--- src/rtl/instr_decode_reg.sv ---
`default_nettype none
// +----------------------------------------------------------------------------+
// | instr_decode_reg: decode-stage register with one-entry skid buffer.         |
// | Revision: 1.0                                                              |
// +----------------------------------------------------------------------------+
module instr_decode_reg #(
  parameter logic [31:0] NOP_INSTR = 32'h0000_0013
) (
  input  logic        clk,
  input  logic        rst,
  input  logic        flush,
  input  logic        if_valid,
  output logic        if_ready,
  input  logic [31:0] if_instr,
  input  logic [31:0] if_pc,
  output logic        id_valid,
  input  logic        id_ready,
  output logic [31:0] id_instr,
  output logic [31:0] id_pc,
  output logic [2:0]  id_imm_type,
  output logic [4:0]  id_rd,
  output logic [4:0]  id_rs1,
  output logic [4:0]  id_rs2,
  output logic        id_illegal
);

  localparam logic [6:0] c_OP_IMM = 7'b0010011;
  localparam logic [6:0] c_LOAD   = 7'b0000011;
  localparam logic [6:0] c_JALR   = 7'b1100111;
  localparam logic [6:0] c_STORE  = 7'b0100011;
  localparam logic [6:0] c_BRANCH = 7'b1100011;
  localparam logic [6:0] c_LUI    = 7'b0110111;
  localparam logic [6:0] c_AUIPC  = 7'b0010111;
  localparam logic [6:0] c_JAL    = 7'b1101111;
  localparam logic [6:0] c_SYSTEM = 7'b1110011;
  localparam logic [6:0] c_OP     = 7'b0110011;

  typedef struct packed {
    logic [31:0] instr;
    logic [31:0] pc;
    logic [2:0]  imm_type;
    logic [4:0]  rd;
    logic [4:0]  rs1;
    logic [4:0]  rs2;
    logic        illegal;
  } entry_t;

  function automatic entry_t decode(input logic [31:0] instr, input logic [31:0] pc);
    entry_t e;
    e.instr   = instr;
    e.pc      = pc;
    e.rd      = instr[11:7];
    e.rs1     = instr[19:15];
    e.rs2     = instr[24:20];
    e.illegal = 1'b0;
    case (instr[6:0])
      c_OP_IMM, c_LOAD, c_JALR, c_OP: e.imm_type = 3'b000;
      c_STORE:                        e.imm_type = 3'b001;
      c_BRANCH:                       e.imm_type = 3'b010;
      c_LUI, c_AUIPC:                 e.imm_type = 3'b011;
      c_JAL:                          e.imm_type = 3'b100;
      // CSR immediate forms (funct3[2]=1) use the zimm format
      c_SYSTEM:                       e.imm_type = instr[14] ? 3'b101 : 3'b000;
      default: begin
        e.imm_type = 3'b111;
        e.illegal  = 1'b1;
      end
    endcase
    return e;
  endfunction

  function automatic entry_t bubble(input logic [31:0] pc);
    entry_t e;
    e          = '0;
    e.instr    = NOP_INSTR;
    e.pc       = pc;
    return e;
  endfunction

  entry_t out_q, out_d, skid_q, skid_d;
  logic   out_v_q, out_v_d, skid_v_q, skid_v_d;
  logic   in_xfer, out_xfer, out_free;

  assign if_ready = !skid_v_q;
  assign in_xfer  = if_valid && if_ready;
  assign out_xfer = out_v_q && id_ready;
  assign out_free = !out_v_q || out_xfer;

  always_comb begin
    out_d    = out_q;
    out_v_d  = out_v_q;
    skid_d   = skid_q;
    skid_v_d = skid_v_q;
    if (flush) begin
      out_d    = bubble(out_q.pc);
      out_v_d  = 1'b0;
      skid_v_d = 1'b0;
    end else if (out_free) begin
      if (skid_v_q) begin
        out_d    = skid_q;
        out_v_d  = 1'b1;
        skid_v_d = 1'b0;
      end else if (in_xfer) begin
        out_d   = decode(if_instr, if_pc);
        out_v_d = 1'b1;
      end else begin
        out_d   = bubble(out_q.pc);
        out_v_d = 1'b0;
      end
    end else if (in_xfer) begin
      skid_d   = decode(if_instr, if_pc);
      skid_v_d = 1'b1;
    end
  end

  always_ff @(posedge clk) begin
    if (rst) begin
      out_q    <= bubble(32'h0);
      out_v_q  <= 1'b0;
      skid_q   <= bubble(32'h0);
      skid_v_q <= 1'b0;
    end else begin
      out_q    <= out_d;
      out_v_q  <= out_v_d;
      skid_q   <= skid_d;
      skid_v_q <= skid_v_d;
    end
  end

  assign id_valid    = out_v_q;
  assign id_instr    = out_q.instr;
  assign id_pc       = out_q.pc;
  assign id_imm_type = out_q.imm_type;
  assign id_rd       = out_q.rd;
  assign id_rs1      = out_q.rs1;
  assign id_rs2      = out_q.rs2;
  assign id_illegal  = out_q.illegal;

endmodule
`default_nettype wire

--- config.mk ---
export PLATFORM = sky130hd
export DESIGN_NAME = instr_decode_reg
export DESIGN_NICKNAME = d
export VERILOG_FILES = /design/src/rtl/instr_decode_reg.sv
export SDC_FILE = /design/constraint.sdc
export NUM_CORES = 1
export LEC_CHECK = 0
export BUFFER_PORTS_ARGS = -buffer_cell sky130_fd_sc_hd__buf_2
export CORE_MARGIN = 2
export CORE_UTILIZATION = 42
export DETAILED_ROUTE_END_ITERATION = 10
export PLACE_DENSITY = 0.76
export RECOVER_POWER = 25
export SLEW_MARGIN = 10
export SYNTH_ARGS = -nofsm -noshare
export SYNTH_HDL_FRONTEND = slang
export SYNTH_SLANG_ARGS = --single-unit
export TNS_END_PERCENT = 5
--- constraint.sdc ---
create_clock -name clk -period 1.8 [get_ports clk]
set_input_delay 0.09 -clock clk [delete_from_list [all_inputs] [get_ports clk]]
set_output_delay 0.09 -clock clk [all_outputs]
set_load 0.01 [all_outputs]
==> impl_metrics.py, run 1 <==
metrics = {
    "outcome": {
        "outcome": "complete, no violations",
    },
    "synthesis": {
        "synth-edff-count": 0,
        "yosysMostFrequentCell": "dfxtp_1",
        "yosysUniqueCellTypes": 33,
        "synth_ff_type": "dfxtp_1",
        "syn_area_sq_mm": 0.00587,
        "synth_fp_nets": 793,
        "synth_top_area_share_pct": 47.0,
        "synthTopCellsByCount": "138 x dfxtp_1, 130 x nand2_1, 108 x a21oi_1",
        "async_flop_share_pct": 0,
        "synthCells": 724,
        "synth_top_cell_by_area": "dfxtp_1",
        "ys_seq_elements": 138,
        "synth.area.top_cells": "dfxtp_1 47%, a21oi_1 9.2%, nand2_1 8.3%",
        "yosysSeqAreaShare_pct": 47.0,
        "synth_area_per_cell_sq_um": 8.11,
        "ys_warn_count": 0,
    },
    "sta": {
        "rsz0062_at_grt": "no",
        "min_period_over_period_pct": 86.4,
        "fin_crit_ns": 1.55,
        "worstMarginPinSlew_ns": 0.624,
        "drv_slew": 0,
        "max_clock_freq_ghz": 0.643,
        "setup_tns_ns": 0,
        "relSlewSlack_pct": 58.4,
        "final_hold_viol_count": 0,
        "skew_ns": 0.00606,
        "setup_violations": 0,
    },
    "power_and_ir_drop": {
        "ir_worst_vdd_mv": 0.556,
        "p_leak_nw": 3.16,
        "seq_power_share_pct": 41.9,
        "p_comb_share_pct": 9.8,
        "sw_frac_of_total_pct": 23.1,
        "clock_power_share_pct": 48.3,
        "p_int_w": 0.00587,
        "p_sw_w": 0.00177,
        "power_density_mw_per_mm2": 978,
    },
    "grt": {
        "track_usage_pct": 21.5,
        "overflow": 0,
        "antenna_found_initial": 0,
        "grt_pass1_vias": 5326,
        "grt_max_degree": 65,
        "grt_first_pass_wirelength_um": 25600,
    },
    "critical_path": {
        "critPathArrivalTime_ns": 1.84,
        "r2r_start": "id_valid",
        "cp_max_fo": 35,
        "critPathCaptureType": "register",
        "cp.required_ns": 2.08,
        "critPathLaunchType": "register",
        "crit_type": "register to register",
        "r2r_end": "skid_q[47]",
        "rr_worst_depth": 5,
        "rrSetupSlack_ns": 0.25,
    },
    "drt": {
        "dr.pass1.iters": 5,
        "vias": 5648,
        "antenna_left": 0,
        "drt-total-wl_um": 15700,
        "drt-initial-drc-count": 344,
        "drc": 0,
        "via_per_inst": 5.19,
        "wl_per_cell_um": 14.4,
    },
    "cts": {
        "hold_buffers": 63,
        "clk_latency_ns": 0.42,
        "cts_buffer_depth": 2,
        "ctsResizeCount": 0,
        "h-tree-depth": 4,
        "clock-sinks": 138,
        "cts_buffers": 17,
        "cts-root-buf": "clkbuf_16",
        "post_cts_buffers": 0,
        "path_clk_slew_ns": 0.06,
        "cts_tree": "built",
    },
    "place": {
        "dpl.hpwl_um": 9490,
        "port_buffers": 153,
        "place_area_sq_mm": 0.00662,
        "gp_congestion": 0.860,
    },
    "floorplanning": {
        "dieArea_sq_mm": 0.0149,
        "core-area_sq_mm": 0.0138,
        "io_pins": 154,
        "die_width_um": 122,
        "dieHeight_um": 122,
        "initial_utilization_pct": 42.6,
        "rows": 43,
    },
    "layout": {
        "fill_cells": 1281,
        "syn2layout_area_growth_pct": 33.0,
        "fin_area_sq_mm": 0.00781,
        "drive_gt1_share_pct": 18.8,
        "nets": 965,
        "finish.utilization_pct": 56.7,
        "n_antenna_cell": 0,
    },
    "hold_path": {
        "hold_class": "input pin to register",
        "min-delay-start": "rst",
        "hold-path-endpoint": "id_pc[4]",
        "whs_path_depth": 2,
    },
    "job": {
        "drv_cap": 0,
    },
}
## sequential cells by signal, indices dropped and copies added, names as in the netlist
signal,cells
id_instr,32
id_valid,1
id_illegal,1
id_pc,32
skid_q,68
skid_v_q,1
id_imm_type,3
## area by class of cell
type	count	area (sq um)	share of cell area, %
well taps	180	225	2.88
inverters	6	22.5	0.288
clock inverters	12	171	2.19
repair buffers	232	1490	19.0
flip-flops and latches	138	2760	35.4
multi-input cells	501	2690	34.4
clock buffers	20	457	5.85
## how the worst max path moves through the flow
stage,cells past startpoint,to,slack [ns],start
2_1_floorplan,6,skid_q[18],0.30,id_valid
3_3_place_gp,5,skid_q[57],0.31,id_valid
3_5_place_dp,5,skid_q[47],0.26,id_valid
4_1_cts,5,skid_q[47],0.25,id_valid
5_1_grt,5,skid_q[47],0.14,id_valid
6_report,5,skid_q[47],0.25,id_valid
## per-layer routing
| metal | vias to the layer above | GRT usage (%) | wire [um] |
|---|---|---|---|
| li1 | 2841 | - | - |
| met1 | 2579 | 26.0 | 6690 |
| met2 | 204 | 35.9 | 7510 |
| met3 | 24 | 6.18 | 1240 |
| met4 | 0 | 8.48 | 239 |
| met5 | - | 0 | 0 |
## power by group through the flow
stage	Sequential, W	Combinational, W	Clock (W)
2_1_floorplan	0.00329	0.000374	0
3_3_place_gp	0.00326	0.000649	0
3_5_place_dp	0.00326	0.000658	0
4_1_cts	0.00320	0.000765	0.00376
5_1_grt	0.00321	0.000832	0.00390
6_report	0.00320	0.000751	0.00369
## cells in the final DEF (no fill, tap or decap), types with 17 or more instances in the layout
cell type        n
a211oi_1        43
a211oi_2        19
a21oi_1        108
and3_1          61
buf_2           97
clkbuf_1        56
clkbuf_16       17
dfxtp_1        137
dlygate4sd3_1   63
nand2_1        130
nor2_1          73
nor3_1          35
## logic make-up (layout without fill, tap and decap cells)
group / after synthesis / after routing / synth area share [%]
and+or+nand+nor: 313 / 313 / 24.7
DFF: 138 / 138 / 47.0
AOI/OAI and AO/OA: 188 / 188 / 21.0
buffers and inverters: 85 / 270 / 7.22
## per-stage QoR
| step | power (W) | std cells | hold slack [ns] | worst slack [ns] |
|---|---|---|---|---|
| 5_1_grt | 0.00794 | 1089 | 0.0200 | 0.140 |
| 2_1_floorplan | 0.00367 | 724 | 0.208 | 0.301 |
| 4_1_cts | 0.00772 | 1089 | 0.00135 | 0.252 |
| 6_report | 0.00764 | 1089 | 0.0174 | 0.246 |
| 3_5_place_dp | 0.00392 | 994 | 0.336 | 0.259 |
| 3_3_place_gp | 0.00391 | 994 | 0.329 | 0.310 |
## critical path: stages (launching register included)
cell,delay [ns]
dfxtp_1,0.35
nand2b_1,0.15
or3_4,0.45
buf_4,0.26
nand2_1,0.11
a21oi_1,0.07
No activity file was read; power rests on OpenSTA's default activity.
==> run 2, diff against run 1 <==
--- a/config.mk
+++ b/config.mk
@@ -7,9 +7,9 @@
 export LEC_CHECK = 0
 export BUFFER_PORTS_ARGS = -buffer_cell sky130_fd_sc_hd__buf_2
 export CORE_MARGIN = 2
-export CORE_UTILIZATION = 42
+export CORE_UTILIZATION = 35
 export DETAILED_ROUTE_END_ITERATION = 10
-export PLACE_DENSITY = 0.76
+export PLACE_DENSITY = 0.67
 export RECOVER_POWER = 25
 export SLEW_MARGIN = 10
 export SYNTH_ARGS = -nofsm -noshare
==> impl_metrics.py, run 2 (same netlist as run 1, synthesis figures left out) <==
metrics = {
    "power_and_ir_drop": {
        "power_density_mw_per_mm2": 912,
        "p_leak_nw": 3.12,
        "fin_total_pwr_w": 0.00709,
        "ir_worst_vdd_mv": 0.635,
    },
    "layout": {
        "layout_commonest_cell": "dfxtp_1",
        "nets": 967,
        "multiInputGateArea_sq_mm": 0.00269,
        "max_flop_register": "skid_q",
        "syn2layout_area_growth_pct": 32.5,
        "drive_gt1_share_pct": 18.1,
        "fin_area_sq_mm": 0.00778,
        "final_cell_mix": "137 x dfxtp_1, 130 x nand2_1, 108 x a21oi_1, 97 x buf_2, 73 x nor2_1",
        "largest_register_ffs": 68,
        "fill_cells": 1642,
        "regArea_sq_mm": 0.00276,
        "n_antenna_cell": 0,
    },
    "cts": {
        "cts-root-buf": "clkbuf_16",
        "clock-sinks": 138,
        "path_clk_slew_ns": 0.06,
        "clk_latency_ns": 0.41,
        "hold_buffers": 64,
        "cts_buffers": 17,
        "cts_tree": "built",
        "h-tree-depth": 4,
        "ctsResizeCount": 0,
        "post_cts_buffers": 0,
        "cts_buffer_depth": 2,
    },
    "grt": {
        "grt_pass1_vias": 5042,
        "grt_max_degree": 91,
        "overflow": 0,
        "track_usage_pct": 18.0,
        "antenna_found_initial": 0,
        "grt_first_pass_wirelength_um": 25700,
    },
    "floorplanning": {
        "dieHeight_um": 134,
        "die_width_um": 134,
        "dieArea_sq_mm": 0.0178,
        "rows": 47,
        "initial_utilization_pct": 35.7,
        "core-area_sq_mm": 0.0165,
        "io_pins": 154,
    },
    "hold_path": {
        "min-delay-start": "if_instr[4]",
        "whs_path_depth": 2,
        "hold_class": "input pin to register",
    },
    "drt": {
        "dr.pass1.iters": 5,
        "wl_per_cell_um": 14.5,
        "via_per_inst": 4.94,
        "drc": 0,
        "antenna_left": 0,
        "drt-initial-drc-count": 259,
        "vias": 5571,
        "dr.max_layer_used": "met4",
        "m1WireLength_um": 7740,
        "dr_wl_met2_um": 7600,
        "drt-total-wl_um": 16400,
        "wl_met3_um": 959,
    },
    "critical_path": {
        "critPathLaunchType": "register",
        "cp.required_ns": 2.08,
        "cp_max_fo": 28,
        "path_cells": "nand2b_1 -> or3_4 -> buf_4 -> nand2_1 -> a21oi_1",
        "crit_type": "register to register",
        "critical-path-max-stage-delay_ns": 0.44,
        "critPathArrivalTime_ns": 1.77,
        "rr_worst_depth": 5,
        "critPathCaptureType": "register",
        "crit_slowest_cell": "or3_4",
        "r2r_start": "id_valid",
        "crit_start": "id_valid",
    },
    "sta": {
        "setup_violations": 0,
        "relSlewSlack_pct": 56.0,
        "setup_slack_ns": 0.308,
        "drv_slew": 0,
        "skew_ns": 0.00798,
        "setup_tns_ns": 0,
        "fin_crit_ns": 1.49,
        "min_period_over_period_pct": 82.9,
        "max_clock_freq_ghz": 0.670,
        "worstMarginPinSlew_ns": 0.660,
        "final_hold_viol_count": 0,
        "rsz0062_at_grt": "no",
    },
    "job": {
        "drv_cap": 0,
    },
    "place": {
        "port_buffers": 153,
        "dpl.hpwl_um": 9980,
        "place_area_sq_mm": 0.00669,
        "gp_congestion": 0.740,
        "pre_cts_slack_ns": 0.295,
    },
    "outcome": {
        "outcome": "complete, no violations",
    },
}
-- run 2: changes by cell type in the layout (fill, tap and decap cells not counted), sizes merged --
cell	before	now
bufinv	4	1
dlygate4sd3	63	64
inv	6	5
clkinv	5	4
clkbuf	75	79
clkinvlp	3	0
buf	114	115
-- run 2: cell type report --
| class | count | share of cell area [%] |
|---|---|---|
| Clock inverter | 4 | 0.579 |
| Tap cell | 220 | 3.54 |
| Timing Repair Buffer | 234 | 19.5 |
| Multi-Input combinational cell | 501 | 34.5 |
| Sequential cell | 138 | 35.5 |
| Inverter | 6 | 0.289 |
| Clock buffer | 24 | 6.06 |
-- run 2: worst paths after layout --
path | endpoint | slack [ns]
worst min-delay path | skid_q[55] | 0.02
worst max-delay path | skid_q[33] | 0.31
worst max register to register | skid_q[33] | 0.31
worst min register to register | skid_q[81] | 0.46
-- run 2: routing by layer --
layer / vias to the layer above / track usage (%)
met5: - / 0
li1: 2839 / -
met2: 169 / 28.4
met1: 2559 / 24.7
met3: 4 / 4.83
met4: 0 / 4.02
-- run 2: power breakdown --
part / leakage (nW) / switching (W) / total, W / internal [W]
Combinational: 1.75 / 0.000412 / 0.000762 / 0.000350
Sequential: 1.12 / 0.0000493 / 0.00320 / 0.00315
Clock: 0.256 / 0.00120 / 0.00313 / 0.00193
Total: 3.12 / 0.00166 / 0.00709 / 0.00543
-- run 2: metrics by stage --
| step | hold WS (ns) | utilization (%) | std cells |
|---|---|---|---|
| after floorplan | 0.208 | - | 724 |
| after global placement | 0.334 | 40.6 | 1035 |
| final | 0.0243 | 47.3 | 1127 |
| after detailed placement | 0.340 | 40.6 | 1035 |
| after global routing | 0.0172 | 47.3 | 1127 |
| after CTS | 0.00913 | 47.7 | 1127 |
-- run 2: critical path, delay by kind of cell (launching register included) --
| kind | cells | cell delay (ns) |
|---|---|---|
| compound gates | 1 | 0.07 |
| simple gates | 3 | 0.70 |
| buf+inv | 1 | 0.26 |
| flops | 1 | 0.33 |
==> run 3, diff against run 2 <==
==> constraint.sdc (replaced) <==
create_clock -name clk -period 1.45 [get_ports clk]
set_input_delay 0.0725 -clock clk [delete_from_list [all_inputs] [get_ports clk]]
set_output_delay 0.0725 -clock clk [all_outputs]
set_load 0.01 [all_outputs]
==> impl_metrics.py, run 3 (same netlist as run 1, synthesis figures left out) <==
metrics = {
    "power_and_ir_drop": {
        "p_leak_nw": 3.34,
        "ir_worst_vdd_mv": 0.906,
        "power_density_mw_per_mm2": 1080,
    },
    "sta": {
        "final_hold_viol_count": 0,
        "drv_slew": 0,
        "skew_ns": 0.00560,
        "max_clock_freq_ghz": 0.674,
        "relSlewSlack_pct": 56.3,
        "setup_violations": 3,
        "setup_tns_ns": -0.0427,
        "rsz0062_at_grt": "yes",
        "min_period_over_period_pct": 102,
        "worstMarginPinSlew_ns": 0.655,
        "fin_crit_ns": 1.48,
        "hold_ws_ns": 0.0173,
        "setup_slack_ns": -0.0345,
    },
    "critical_path": {
        "critical-path-max-stage-delay_ns": 0.44,
        "crit_family": "simple AND/OR/NAND/NOR gates",
        "cp.required_ns": 1.72,
        "path_cells": "nand2b_4 -> or3_4 -> buf_12 -> nand2_1 -> a21oi_1",
        "crit_type": "register to register",
        "cp_max_fo": 29,
        "critPathLaunchType": "register",
        "crit_slowest_cell": "or3_4",
        "critPathCaptureType": "register",
        "crit_buf_inv": 1,
        "critPathArrivalTime_ns": 1.75,
    },
    "place": {
        "place_area_sq_mm": 0.00689,
        "dpl.hpwl_um": 10200,
        "dpl.cell_count": 1045,
        "port_buffers": 153,
        "gp_congestion": 0.760,
    },
    "drt": {
        "antenna_left": 0,
        "drt-initial-drc-count": 328,
        "wl_per_cell_um": 14.7,
        "drc": 0,
        "via_per_inst": 4.99,
        "drt-total-wl_um": 16700,
        "dr.pass1.iters": 5,
        "vias": 5671,
    },
    "layout": {
        "syn2layout_area_growth_pct": 37.9,
        "fin_area_sq_mm": 0.00810,
        "finish.utilization_pct": 49.2,
        "nets": 978,
        "layout_commonest_cell": "dfxtp_1",
        "max_flop_register": "skid_q",
        "fin_cells": 1137,
        "largest_register_ffs": 68,
        "n_antenna_cell": 0,
        "drive_gt1_share_pct": 22.8,
        "final_cell_mix": "136 x dfxtp_1, 130 x nand2_1, 120 x buf_2, 108 x a21oi_1, 73 x nor2_1",
    },
    "grt": {
        "overflow": 0,
        "antenna_found_initial": 0,
        "grt_max_degree": 44,
        "grt_first_pass_wirelength_um": 27300,
        "grt_pass1_vias": 5443,
        "track_usage_pct": 19.0,
    },
    "cts": {
        "clock-sinks": 138,
        "cts_buffer_depth": 2,
        "cts-root-buf": "clkbuf_16",
        "h-tree-depth": 4,
        "cts_buffers": 17,
        "path_clk_slew_ns": 0.05,
        "clk_latency_ns": 0.41,
        "cts_tree": "built",
    },
    "floorplanning": {
        "dieArea_sq_mm": 0.0178,
        "initial_utilization_pct": 35.7,
        "io_pins": 154,
        "rows": 47,
        "die_width_um": 134,
        "core-area_sq_mm": 0.0165,
        "dieHeight_um": 134,
    },
    "job": {
        "drv_cap": 0,
    },
    "outcome": {
        "violations": "setup timing",
        "outcome": "complete, but fails checks",
    },
    "hold_path": {
        "hold_class": "input pin to register",
    },
}
-- run 3: path summary, 6_finish.rpt --
| path | startpoint | endpoint | slack (ns) | cells past startpoint |
|---|---|---|---|---|
| max | skid_v_q | skid_q[21] | -0.03 | 5 |
| min | rst | skid_q[69] | 0.02 | 2 |
| max reg2reg | skid_v_q | skid_q[21] | -0.03 | 5 |
| min reg2reg | skid_q[39] | skid_q[39] | 0.45 | 2 |
-- run 3: routing by layer --
| metal | GRT usage [%] | share of wire, % | up-vias |
|---|---|---|---|
| met2 | 31.5 | 47 | 198 |
| met4 | 4.37 | 0.66 | 0 |
| met1 | 24.0 | 45 | 2603 |
| met5 | 0 | 0 | - |
| met3 | 6.20 | 7.5 | 11 |
| li1 | - | - | 2859 |
-- run 3: report_power, final --
part | switching (W) | internal [W]
clock network | 0.00148 | 0.00231
registers | 0.0000602 | 0.00391
logic | 0.000529 | 0.000484
-- run 3: area by class of cell --
cell class	count	area [sq um]
inverters	6	30.0
flip-flops and latches	138	2770
clock inverters	3	17.5
multi-input cells	501	2720
clock buffers	24	492
well taps	220	275
fillers	1617	8370
repair buffers	245	1790
-- run 3: stage by stage --
| step | total power, W | setup WS [ns] |
|---|---|---|
| after global routing | 0.00918 | -0.0682 |
| after CTS | 0.00888 | -0.00655 |
| final | 0.00877 | -0.0345 |
| after global placement | 0.00491 | 0.0294 |
| after detailed placement | 0.00492 | -0.00618 |
| after floorplan | 0.00455 | 0.00284 |
-- run 3: repair_timing --
item / 4_1_cts / 5_1_grt
hold buffers: 64 / 0
cloned: 1 / 0
hold endpoints to repair: 64 / 0
pin swaps: 0 / 3
resized for setup: 3 / 11
setup endpoints to repair: 4 / 95
setup buffers: 0 / 0
